## src/rtl/bcd_pkg.sv

```systemverilog
// Shared types and helpers for the sequential binary-to-BCD converter.
// Imported by the converter top and its digit-adjust cell.
package bcd_pkg;

    typedef logic [3:0] bcd_digit_t;

    typedef enum logic {
        IDLE  = 1'b0,
        SHIFT = 1'b1
    } bcd_state_t;

    // ceil(bin_w * log10(2)), using log10(2) ~= 0.30103
    function automatic int min_digits(input int bin_w);
        return (bin_w * 30103 + 99999) / 100000;
    endfunction

endpackage

```

## src/rtl/bcd_add3.sv

```systemverilog
// Double-dabble digit correction: add 3 to any BCD digit of 5 or more.
// Purely combinational; the carry out of the 4-bit add is dropped.
module bcd_add3
    import bcd_pkg::*;
(
    input  bcd_digit_t a,
    output bcd_digit_t y
);

    always_comb begin
        y = a;
        if (a >= 4'd5) begin
            y = a + 4'd3;
        end
    end

endmodule

```

## src/rtl/bin2bcd_seq.sv

```systemverilog
// Binary to BCD converter, one double-dabble step per clock.
// Results and leading-zero flags are held until the next completion.
module bin2bcd_seq
    import bcd_pkg::*;
#(
    parameter int BIN_W  = 16,
    parameter int DIGITS = 5
) (
    input  logic                  clk_i,
    input  logic                  rst_ni,
    input  logic                  start_i,
    input  logic [BIN_W-1:0]      bin_i,
    output logic                  busy_o,
    output logic                  valid_o,
    output logic [4*DIGITS-1:0]   bcd_o,
    output logic [DIGITS-1:0]     blank_o
);

    localparam int BW = 4 * DIGITS;
    localparam int TW = BW + BIN_W;
    localparam int CW = $clog2(BIN_W + 1);
    localparam logic [DIGITS-1:0] BLANK_RST = ~(DIGITS'(1));

    if (DIGITS < min_digits(BIN_W)) begin : g_digits_check
        $error("bin2bcd_seq: DIGITS too small for BIN_W");
    end

    bcd_state_t       state;
    logic [TW-1:0]    work;
    logic [CW-1:0]    cnt;
    logic [BW-1:0]    adj;
    logic [TW-1:0]    work_nxt;
    logic [BW-1:0]    bcd_nxt;
    logic [DIGITS-1:0] blank_nxt;

    for (genvar g = 0; g < DIGITS; g++) begin : g_adj
        bcd_add3 u_add3 (
            .a (work[BIN_W + 4*g +: 4]),
            .y (adj[4*g +: 4])
        );
    end

    assign work_nxt = {adj, work[BIN_W-1:0]} << 1;
    assign bcd_nxt  = work_nxt[TW-1 -: BW];

    // A digit is blank when it and every more significant digit is zero
    always_comb begin
        logic zero_above;
        zero_above = 1'b1;
        blank_nxt  = '0;
        for (int k = DIGITS - 1; k >= 0; k--) begin
            zero_above   = zero_above && (bcd_nxt[4*k +: 4] == 4'd0);
            blank_nxt[k] = zero_above && (k != 0);
        end
    end

    assign busy_o = (state == SHIFT);

    always_ff @(posedge clk_i or negedge rst_ni) begin
        if (!rst_ni) begin
            state   <= IDLE;
            work    <= '0;
            cnt     <= '0;
            valid_o <= 1'b0;
            bcd_o   <= '0;
            blank_o <= BLANK_RST;
        end else begin
            valid_o <= 1'b0;
            case (state)
                IDLE: begin
                    if (start_i) begin
                        work  <= {{BW{1'b0}}, bin_i};
                        cnt   <= CW'(BIN_W);
                        state <= SHIFT;
                    end
                end
                SHIFT: begin
                    work <= work_nxt;
                    cnt  <= cnt - CW'(1);
                    if (cnt == CW'(1)) begin
                        state   <= IDLE;
                        bcd_o   <= bcd_nxt;
                        blank_o <= blank_nxt;
                        valid_o <= 1'b1;
                    end
                end
                default: state <= IDLE;
            endcase
        end
    end

endmodule

```

## config.mk

```make
export PLATFORM = sky130hd
export DESIGN_NAME = bin2bcd_seq
export DESIGN_NICKNAME = d
export VERILOG_FILES = /design/src/rtl/bcd_pkg.sv /design/src/rtl/bcd_add3.sv /design/src/rtl/bin2bcd_seq.sv
export SDC_FILE = /design/constraint.sdc
export NUM_CORES = 1
export LEC_CHECK = 0
export ABC_CLOCK_PERIOD_IN_PS = 5400
export BUFFER_PORTS_ARGS = -buffer_cell sky130_fd_sc_hd__buf_2
export CORE_MARGIN = 5
export CORE_UTILIZATION = 40
export DETAILED_ROUTE_END_ITERATION = 16
export GPL_TIMING_DRIVEN = 0
export PLACE_DENSITY = 0.56
export SETUP_SLACK_MARGIN = 0.3
export SYNTH_ARGS = -nofsm -noshare
export SYNTH_HDL_FRONTEND = slang
export SYNTH_SLANG_ARGS = --single-unit
```

## constraint.sdc

```tcl
create_clock -name clk_i -period 5.4 [get_ports clk_i]
set_clock_uncertainty 0.15 [all_clocks]
set_input_delay 0.54 -clock clk_i [delete_from_list [all_inputs] [get_ports clk_i]]
set_output_delay 0.54 -clock clk_i [all_outputs]
set_load 0.01 [all_outputs]
```

* Word-level counts from Yosys, hierarchy flattened
Index checks and enable logic that the tools add are counted.
** Cells by class
- Add/subtract/negate cells :: 6
- Multipliers :: 0
- Div/mod/pow operators :: 0
- Magnitude comparators :: 5
- Eq/ne operators :: 2
- Shift-type cells :: 0
- Mux-type cells :: 14
- Bitwise operators :: 1
- Reduce and logical (&&, ||, !) cells :: 8
** Operators by type and width (count)
- $pmux W36 S2 :: 1
- $mux W36 :: 1
- $ge A4 B3 Y1 const B :: 5
- $add A4 B2 Y4 const B :: 4
- $logic_not A4 Y1 :: 4
- $mux W4 :: 4
- $pmux W5 S2 :: 1
- $eq A5 B1 Y1 const B :: 1
- $mux W5 :: 1
- $sub A5 B1 Y5 const B :: 1
- $mux W1 :: 4
- $add A3 B2 Y3 const B :: 1
- $logic_and A1 B1 Y1 :: 3
- $mux W3 :: 1
- $ne A2 B2 Y1 const B :: 1
- $pmux W1 S2 :: 1
- $reduce_and A2 Y1 :: 1
- $not A1 Y1 :: 1
** Storage, ports and cells
- Flip-flop bits (word level) :: 67
- Latch bits :: 0
- Bits in writable memories :: 0
- ROM bits :: 0
- Input port bits :: 19
- Output and inout port bits :: 27
- Word-level logic and storage cells :: 42
- Memories kept :: 0

* Longest topological paths before layout
Gate-level depths: netlist of the first run.
- Word-level depth :: 6
- Gate-level depth with buffers :: 7
- Depth with buffers taken out :: 7

* By module
From an unflattened synthesis of the first run, not the netlist that was laid out.
** Unflattened totals
- Cells, all modules :: 286
- Area total of the unflattened synthesis :: 3293.2 um^2
** By module, submodules not included
- bin2bcd_seq :: instances 1, cells each 206, area an instance 2786.4 um^2, sequential area each 1681.6 um^2
- bcd_add3 :: instances 5, cells each 16, area an instance 101.3 um^2, sequential area each 0.0 um^2

* Worst setup path after synthesis of the first run
Ideal clock, no wire load.
- Path kind :: flip-flop to flip-flop
- Start :: register work[24]
- End :: register blank_o[1]
- Library setup time :: 0.086 ns
- Arrival time :: 1.750 ns
- Data required time :: 5.164 ns
- Setup slack :: 3.414 ns
- Cell stages (with the launch flop) :: 7
- Path buffers :: 0
- Period minus slack after synthesis :: 1.986 ns
- Path through :: dfrtp_1 > ha_1 > nand2b_1 > a2111o_1 > a221oi_2 > nand4_1 > o31ai_2
** Between the ends
- Longest elaborated chain between the ends :: 6
- Elaborated cells between the ends (all ways) :: 8
- Classes of those cells :: add/sub (1); order compare (1); mux (1); reduce/logical (5)
** RTL lines
- from (decl) :: RTL line bin2bcd_seq.sv:29 : logic [TW-1:0] work;
- from (signal assigned) :: RTL line bin2bcd_seq.sv:72 : work <= {{BW{1'b0}}, bin_i};
- from (signal assigned) :: RTL line bin2bcd_seq.sv:78 : work <= work_nxt;
- $add A4 B2 Y4 / $ge A4 B3 Y1 (equally long branches) :: RTL line bcd_add3.sv:13, bcd_add3.sv:12
- $mux W4 * :: RTL line bcd_add3.sv:12 : if (a >= 4'd5) begin
- $logic_not A4 Y1 :: RTL line bin2bcd_seq.sv:52 : zero_above = zero_above && (bcd_nxt[4*k +: 4] == 4'd0);
- $logic_and A1 B1 Y1 :: RTL line bin2bcd_seq.sv:52
- $logic_and A1 B1 Y1 * (2 in a row) :: RTL line bin2bcd_seq.sv:52
- to (signal assigned) :: RTL line bin2bcd_seq.sv:83 : blank_o <= blank_nxt;
- to (decl) :: RTL line bin2bcd_seq.sv:16 : output logic [DIGITS-1:0] blank_o
Mark *: on every way between the ends. The rest lies on a longest branch, timed or not.
A chain may end at the register's enable or synchronous reset.

* Worst setup path after layout of the first run
Ends and elaborated chain as after synthesis.

==> impl_metrics.ini, run 1 <==
[status]
status = completed

[sta]
fmax_mhz = 456
rsz0062_at_grt = false
hold_viol = 0
finalCriticalPeriod_ns = 2.19
setup_viol = 0
tns_ns = 0
period_share_pct = 40.6
final-max-slew-violation-count = 0
worst_pin_slew_ns = 0.856
max_slew_margin_pct = 42.9

[grt]
grt_pass1_wl_um = 12400
grt_max_degree = 68
grt_usage_pct = 15.6
antenna_found_initial = 0
grt_pass1_vias = 2480
overflow = 0

[route]
drt_wl_total_um = 7480
ant_nets = 0
avgRoutedWirePerCell_um = 15.0
vias = 2529
drt_iter0_drc = 56
viasPerCell = 5.06
drc_errors = 0
drtPass1Iterations = 4

[critical_path]
cp_cell_sequence = ha_1 -> nand2b_1 -> a2111o_1 -> a221oi_2 -> nand4_1 -> o31ai_2
crit_required_ns = 5.51
end_kind = flop
cp_data_arrival_time_ns = 2.31
max_stage_delay_ns = 0.46
crit_fanout = 7
cpMaxStageDelayCell = dfrtp_1
crit_type = reg -> reg
cp-start-kind = flop

[place]
hpwl_um = 5210
port_buffers = 44
gp_congestion = 0.837
placed_cells = 484

[layout]
n_fill_cell = 809
seqCellArea_um2 = 1680
mostFrequentLayoutCells = nand2_1 (63), dfrtp_1 (63), buf_2 (45)
diodes = 0
drive_above_1_share_pct = 18.7
multi_input_area_um2 = 1530
fin_nets = 421
fin_cells = 500
area_delta_synth_final_pct = 17.1

[floorplanning]
initial_core_util_pct = 40.8
die_x_um = 101
coreArea_um2 = 8180
ios = 46
core.rowCount = 33
die_y_um = 101
die_area_um2 = 10300

[clock_network]
clock-sinks = 67
postCtsSetupBuffers = 0
clkTransAtPathRegs_ns = 0.07
clk_latency_ns = 0.34
clockBufferDepth = 2
htree_levels = 3
root_buffer = clkbuf_8
post_cts_resized = 0
postCtsHoldBufs = 0
cts_tree = built
numCtsBuffers = 9

[synth]
yosys_register_bits = 67
seq_area_frac_synth_pct = 50.5
syn_nets = 366
netlist_area_um2 = 3330
synth.distinct_cells = 37
syn_avg_cell_area_um2 = 9.95
yosysWarnings = 0
synth_cells = 335

[min_path]
hp-class = in -> async

[power_and_ir_drop]
peakVddDrop_mv = 0.235
powerDensity_nw_per_um2 = 597
p_leak_nw = 1.94

[job]
maxCapViolCount = 0
-- stage by stage --
| step | area (µm²) | power (mW) | setup WS [ns] | hold slack (ns) | util, % |
|---|---|---|---|---|---|
| floorplan | 3330 | 1.59 | 3.41 | 0.0944 | - |
| global placement | 3680 | 1.87 | 3.23 | 0.302 | 45.1 |
| detailed placement | 3690 | 1.90 | 3.23 | 0.309 | 45.1 |
| CTS | 3900 | 2.36 | 3.21 | 0.195 | 47.8 |
| global route | 3900 | 2.53 | 3.06 | 0.234 | 47.8 |
| finish | 3900 | 2.33 | 3.21 | 0.161 | 47.8 |
-- flip-flops by register name, summed over array words and instances, names as in the netlist --
register and flops:
valid_o 1, cnt 5, busy_o 1, work 36, bcd_o 20, blank_o 4
-- final timing paths --
check,start,endpoint,slack [ns],cells after the start
worst max-delay path,work[24],blank_o[1],3.21,6
min in group clk_i,bin_i[0],work[0],0.30,3
worst min register to register,bcd_o[0],bcd_o[0],0.32,2
worst min-delay path,rst_ni,bcd_o[5],0.16,1
worst max register to register,work[24],blank_o[1],3.21,6
max in group asynchronous,rst_ni,work[12],4.39,1
-- cells by family after synthesis --
family	share of synthesized area, %
muxes	9.80
and+or+nand+nor	15.7
DFF	50.5
buffers and inverters	3.79
xor gates and xnor gates	2.10
adders and majority gates	4.50
other	0.113
AOI/OAI and AO/OA	13.6
-- routing by layer --
layer	GRT usage, %	routed length [µm]	vias up
met3	3.72	368	8
met2	23.2	3310	48
met4	6.85	120	0
met1	21.7	3670	1208
met5	0	0	-
li1	-	-	1265
-- area by class of cell --
class | count | share of cell area, %
tap | 105 | 3.37
inverter | 14 | 1.35
buffer | 17 | 1.89
clock buffer | 15 | 4.78
multi-input combinational | 237 | 39.1
clock inverter | 1 | 0.769
timing repair buffer | 44 | 5.71
sequential | 67 | 43.1
-- worst max-delay path: cells and delay by family, from the launching register on --
family / cells / cell delay (ns)
AOI/OAI and AO/OA: 3 / 0.93
adders and majority gates: 1 / 0.24
DFF: 1 / 0.46
and+or+nand+nor: 2 / 0.33
-- synth_stat cells --
cell | count | area (µm²)
nand2_1 | 63 | 236
o31ai_2 | 1 | 12.5
nor2_1 | 9 | 33.8
buf_1 | 3 | 11.3
nor3b_1 | 9 | 67.6
nand2b_1 | 17 | 106
and3_1 | 1 | 6.26
a32o_1 | 1 | 10.0
ha_1 | 12 | 150
a31oi_1 | 1 | 6.26
inv_1 | 14 | 52.6
o2111ai_1 | 2 | 17.5
conb_1 | 1 | 3.75
and2_1 | 2 | 12.5
xnor2_1 | 5 | 43.8
o21ai_0 | 35 | 175
dfrtp_1 | 63 | 1580
buf_2 | 2 | 10.0
and3b_1 | 1 | 8.76
or3b_2 | 1 | 8.76
a221oi_2 | 1 | 15.0
nor3_1 | 3 | 15.0
mux2_2 | 5 | 56.3
mux2i_1 | 27 | 270
nand4_1 | 1 | 6.26
o31ai_1 | 8 | 60.1
a2111o_1 | 1 | 11.3
nand3_1 | 1 | 5.00
nor2b_1 | 1 | 6.26
buf_4 | 2 | 15.0
clkbuf_1 | 10 | 37.5
a22o_1 | 2 | 17.5
dfstp_2 | 4 | 105
a21o_1 | 7 | 52.6
xor2_1 | 3 | 26.3
nand4b_1 | 1 | 8.76
a21oi_1 | 15 | 75.1
-- where the power goes --
| group | switching, mW | internal (mW) | leakage [nW] |
|---|---|---|---|
| clock | 0.191 | 0.265 | 0.110 |
| sequential | 0.157 | 0.718 | 0.844 |
| combinational | 0.562 | 0.437 | 0.983 |
| total | 0.910 | 1.42 | 1.94 |
No activity file was read; power rests on OpenSTA's default activity.
==> run 2: changes to the inputs <==
ABC_CLOCK_PERIOD_IN_PS = 2200   (was 5400)
clock period = 2.2 ns   (was 5.4 ns; I/O delays follow)
==> run 2 against run 1 <==
Net effect: die area unchanged; sequential power up 150%; largest cell class unchanged; highest routed layer unchanged; utilization up 3.0 points; cell area is 6.3% higher; combinational power grew to 2.9 times the previous value; cell count grew 3.0%; first-iteration DRC count rose by 25%; via count is 1.8% higher; wire length up 1.6%; clock-buffer cell count is 1 lower; sequential share of layout area shrank 2.5 points.
==> impl_metrics.ini, run 2 (synthesis results as in run 1) <==
[critical_path]
path_delay_family = compound AO/OA/AOI/OAI gates
crit_type = reg -> reg
ff2ff_path_depth = 6
end_kind = flop
r2r_setup_slack_ns = 0.21
worst_r2r_startpoint = work[24]
worst-path-buf-inv = 0
cp-start-kind = flop
crit_fanout = 3
reg2reg_to = blank_o[1]
cp_data_arrival_time_ns = 2.11
max_stage_delay_ns = 0.45
cp_cell_sequence = ha_4 -> nand2b_4 -> a2111o_1 -> a221oi_2 -> nand4_1 -> o31ai_2
crit_required_ns = 2.31
crit_cells = 6
cpMaxStageDelayCell = dfrtp_2

[layout]
final_common_cell = nand2_1
area_delta_synth_final_pct = 24.5
mostFrequentLayoutCells = nand2_1 (63), dfrtp_1 (61), buf_2 (45)
fin_nets = 436
diodes = 0
drive_above_1_share_pct = 28.5
max_flop_register = work
reg.largest.list = work x36, bcd_o x20, cnt x5
n_fill_cell = 762
final_cell_area_um2 = 4150
largest_reg_flops = 36

[sta]
fmax_mhz = 501
period_share_pct = 90.7
rsz0062_at_grt = true
final-max-slew-violation-count = 0
worst_pin_slew_ns = 0.856
max_slew_margin_pct = 42.9
hold_viol = 0
finalCriticalPeriod_ns = 1.99
setup_viol = 0
timing.hold.ws_ns = 0.0114
tns_ns = 0

[power_and_ir_drop]
pwr-share-clk_pct = 16.9
power_frac_seq_pct = 35.4
p_int_mw = 3.73
peakVddDrop_mv = 0.670
powerDensity_nw_per_um2 = 1480
switchingPower_mw = 2.41
p_total_mw = 6.14
p_comb_share_pct = 47.6
netSwitchingFraction_pct = 39.2
p_leak_nw = 2.01

[place]
port_buffers = 44
gp_congestion = 0.777
hpwl_um = 5240
place_area_um2 = 3690

[route]
vias = 2575
viasPerCell = 5.00
drc_errors = 0
drt_iter0_drc = 70
drt_wl_total_um = 7600
avgRoutedWirePerCell_um = 14.8
drtPass1Iterations = 4
ant_nets = 0

[grt]
grt_pass1_vias = 2578
antenna_found_initial = 0
grt_usage_pct = 15.5
overflow = 0
grt_max_degree = 68
grt_pass1_wl_um = 12500

[clock_network]
clock-sinks = 67
clk_latency_ns = 0.35
htree_levels = 3
clkTransAtPathRegs_ns = 0.07
cts_tree = built
clockBufferDepth = 2
numCtsBuffers = 9
root_buffer = clkbuf_8

[job]
maxCapViolCount = 0

[floorplanning]
ios = 46
core.rowCount = 33
die_y_um = 101
die_area_um2 = 10300
die_x_um = 101
initial_core_util_pct = 40.8
coreArea_um2 = 8180

[min_path]
hold_end = work[6]
hp-class = in -> reg
hold-path-cell-count = 3
worstHoldStart = bin_i[6]

[status]
status = completed
-- run 2: worst max-delay path by stage --
stage	slack (ns)	to	startpoint
floorplan	0.32	blank_o[1]	work[24]
global placement	0.13	blank_o[1]	work[32]
detailed placement	0.09	blank_o[3]	work[32]
CTS	0.19	blank_o[1]	work[24]
finish	0.21	blank_o[1]	work[24]
global route	0.10	blank_o[1]	work[24]
-- run 2: tightest hold or removal path, cell delays in order --
cell,delay [ns]
buf_2,0.07
mux2i_1,0.05
o21ai_0,0.13
-- run 2: timing repair --
item | in CTS | in global routing
hold buffers | 3 | 0
buffers inserted | 4 | 8
setup endpoints to repair | 16 | 34
hold endpoints to repair | 65 | 0
gates resized for setup | 16 | 28
pin swaps | 3 | 7
-- run 2: area by class of cell --
| type | instances | area (µm²) | area share, % |
|---|---|---|---|
| tap | 105 | 131 | 3.16 |
| sequential | 67 | 1680 | 40.6 |
| clock buffer | 14 | 163 | 3.92 |
| buffer | 17 | 82.6 | 1.99 |
| timing repair buffer | 59 | 343 | 8.26 |
| inverter | 14 | 52.6 | 1.27 |
| multi-input combinational | 237 | 1660 | 40.0 |
| clock inverter | 2 | 35.0 | 0.844 |
-- run 2: power by group through the flow --
stage	Clock [mW]	Sequential, mW	Combinational, mW
after global routing	1.12	2.26	3.28
after global placement	0	2.16	2.44
after detailed placement	0	2.17	2.49
final	1.04	2.18	2.93
after CTS	1.07	2.16	2.66
after floorplan	0	2.18	1.73
-- run 2: layer usage --
layer  wire length, µm  vias to the layer above  GRT usage, %
met3               339                       10          4.68
met5                 0                        -             0
met1              3670                     1227          20.4
li1                  -                     1288             -
met4                86                        0          4.81
met2              3500                       50          24.7
-- run 2: through the flow --
| step | std cells | setup WS (ns) | util (%) |
|---|---|---|---|
| 6_report | 515 | 0.205 | 50.8 |
| 3_5_place_dp | 484 | 0.0885 | 45.1 |
| 3_3_place_gp | 484 | 0.134 | 45.1 |
| 5_1_grt | 515 | 0.101 | 50.8 |
| 4_1_cts | 507 | 0.193 | 49.0 |
| 2_1_floorplan | 335 | 0.319 | - |
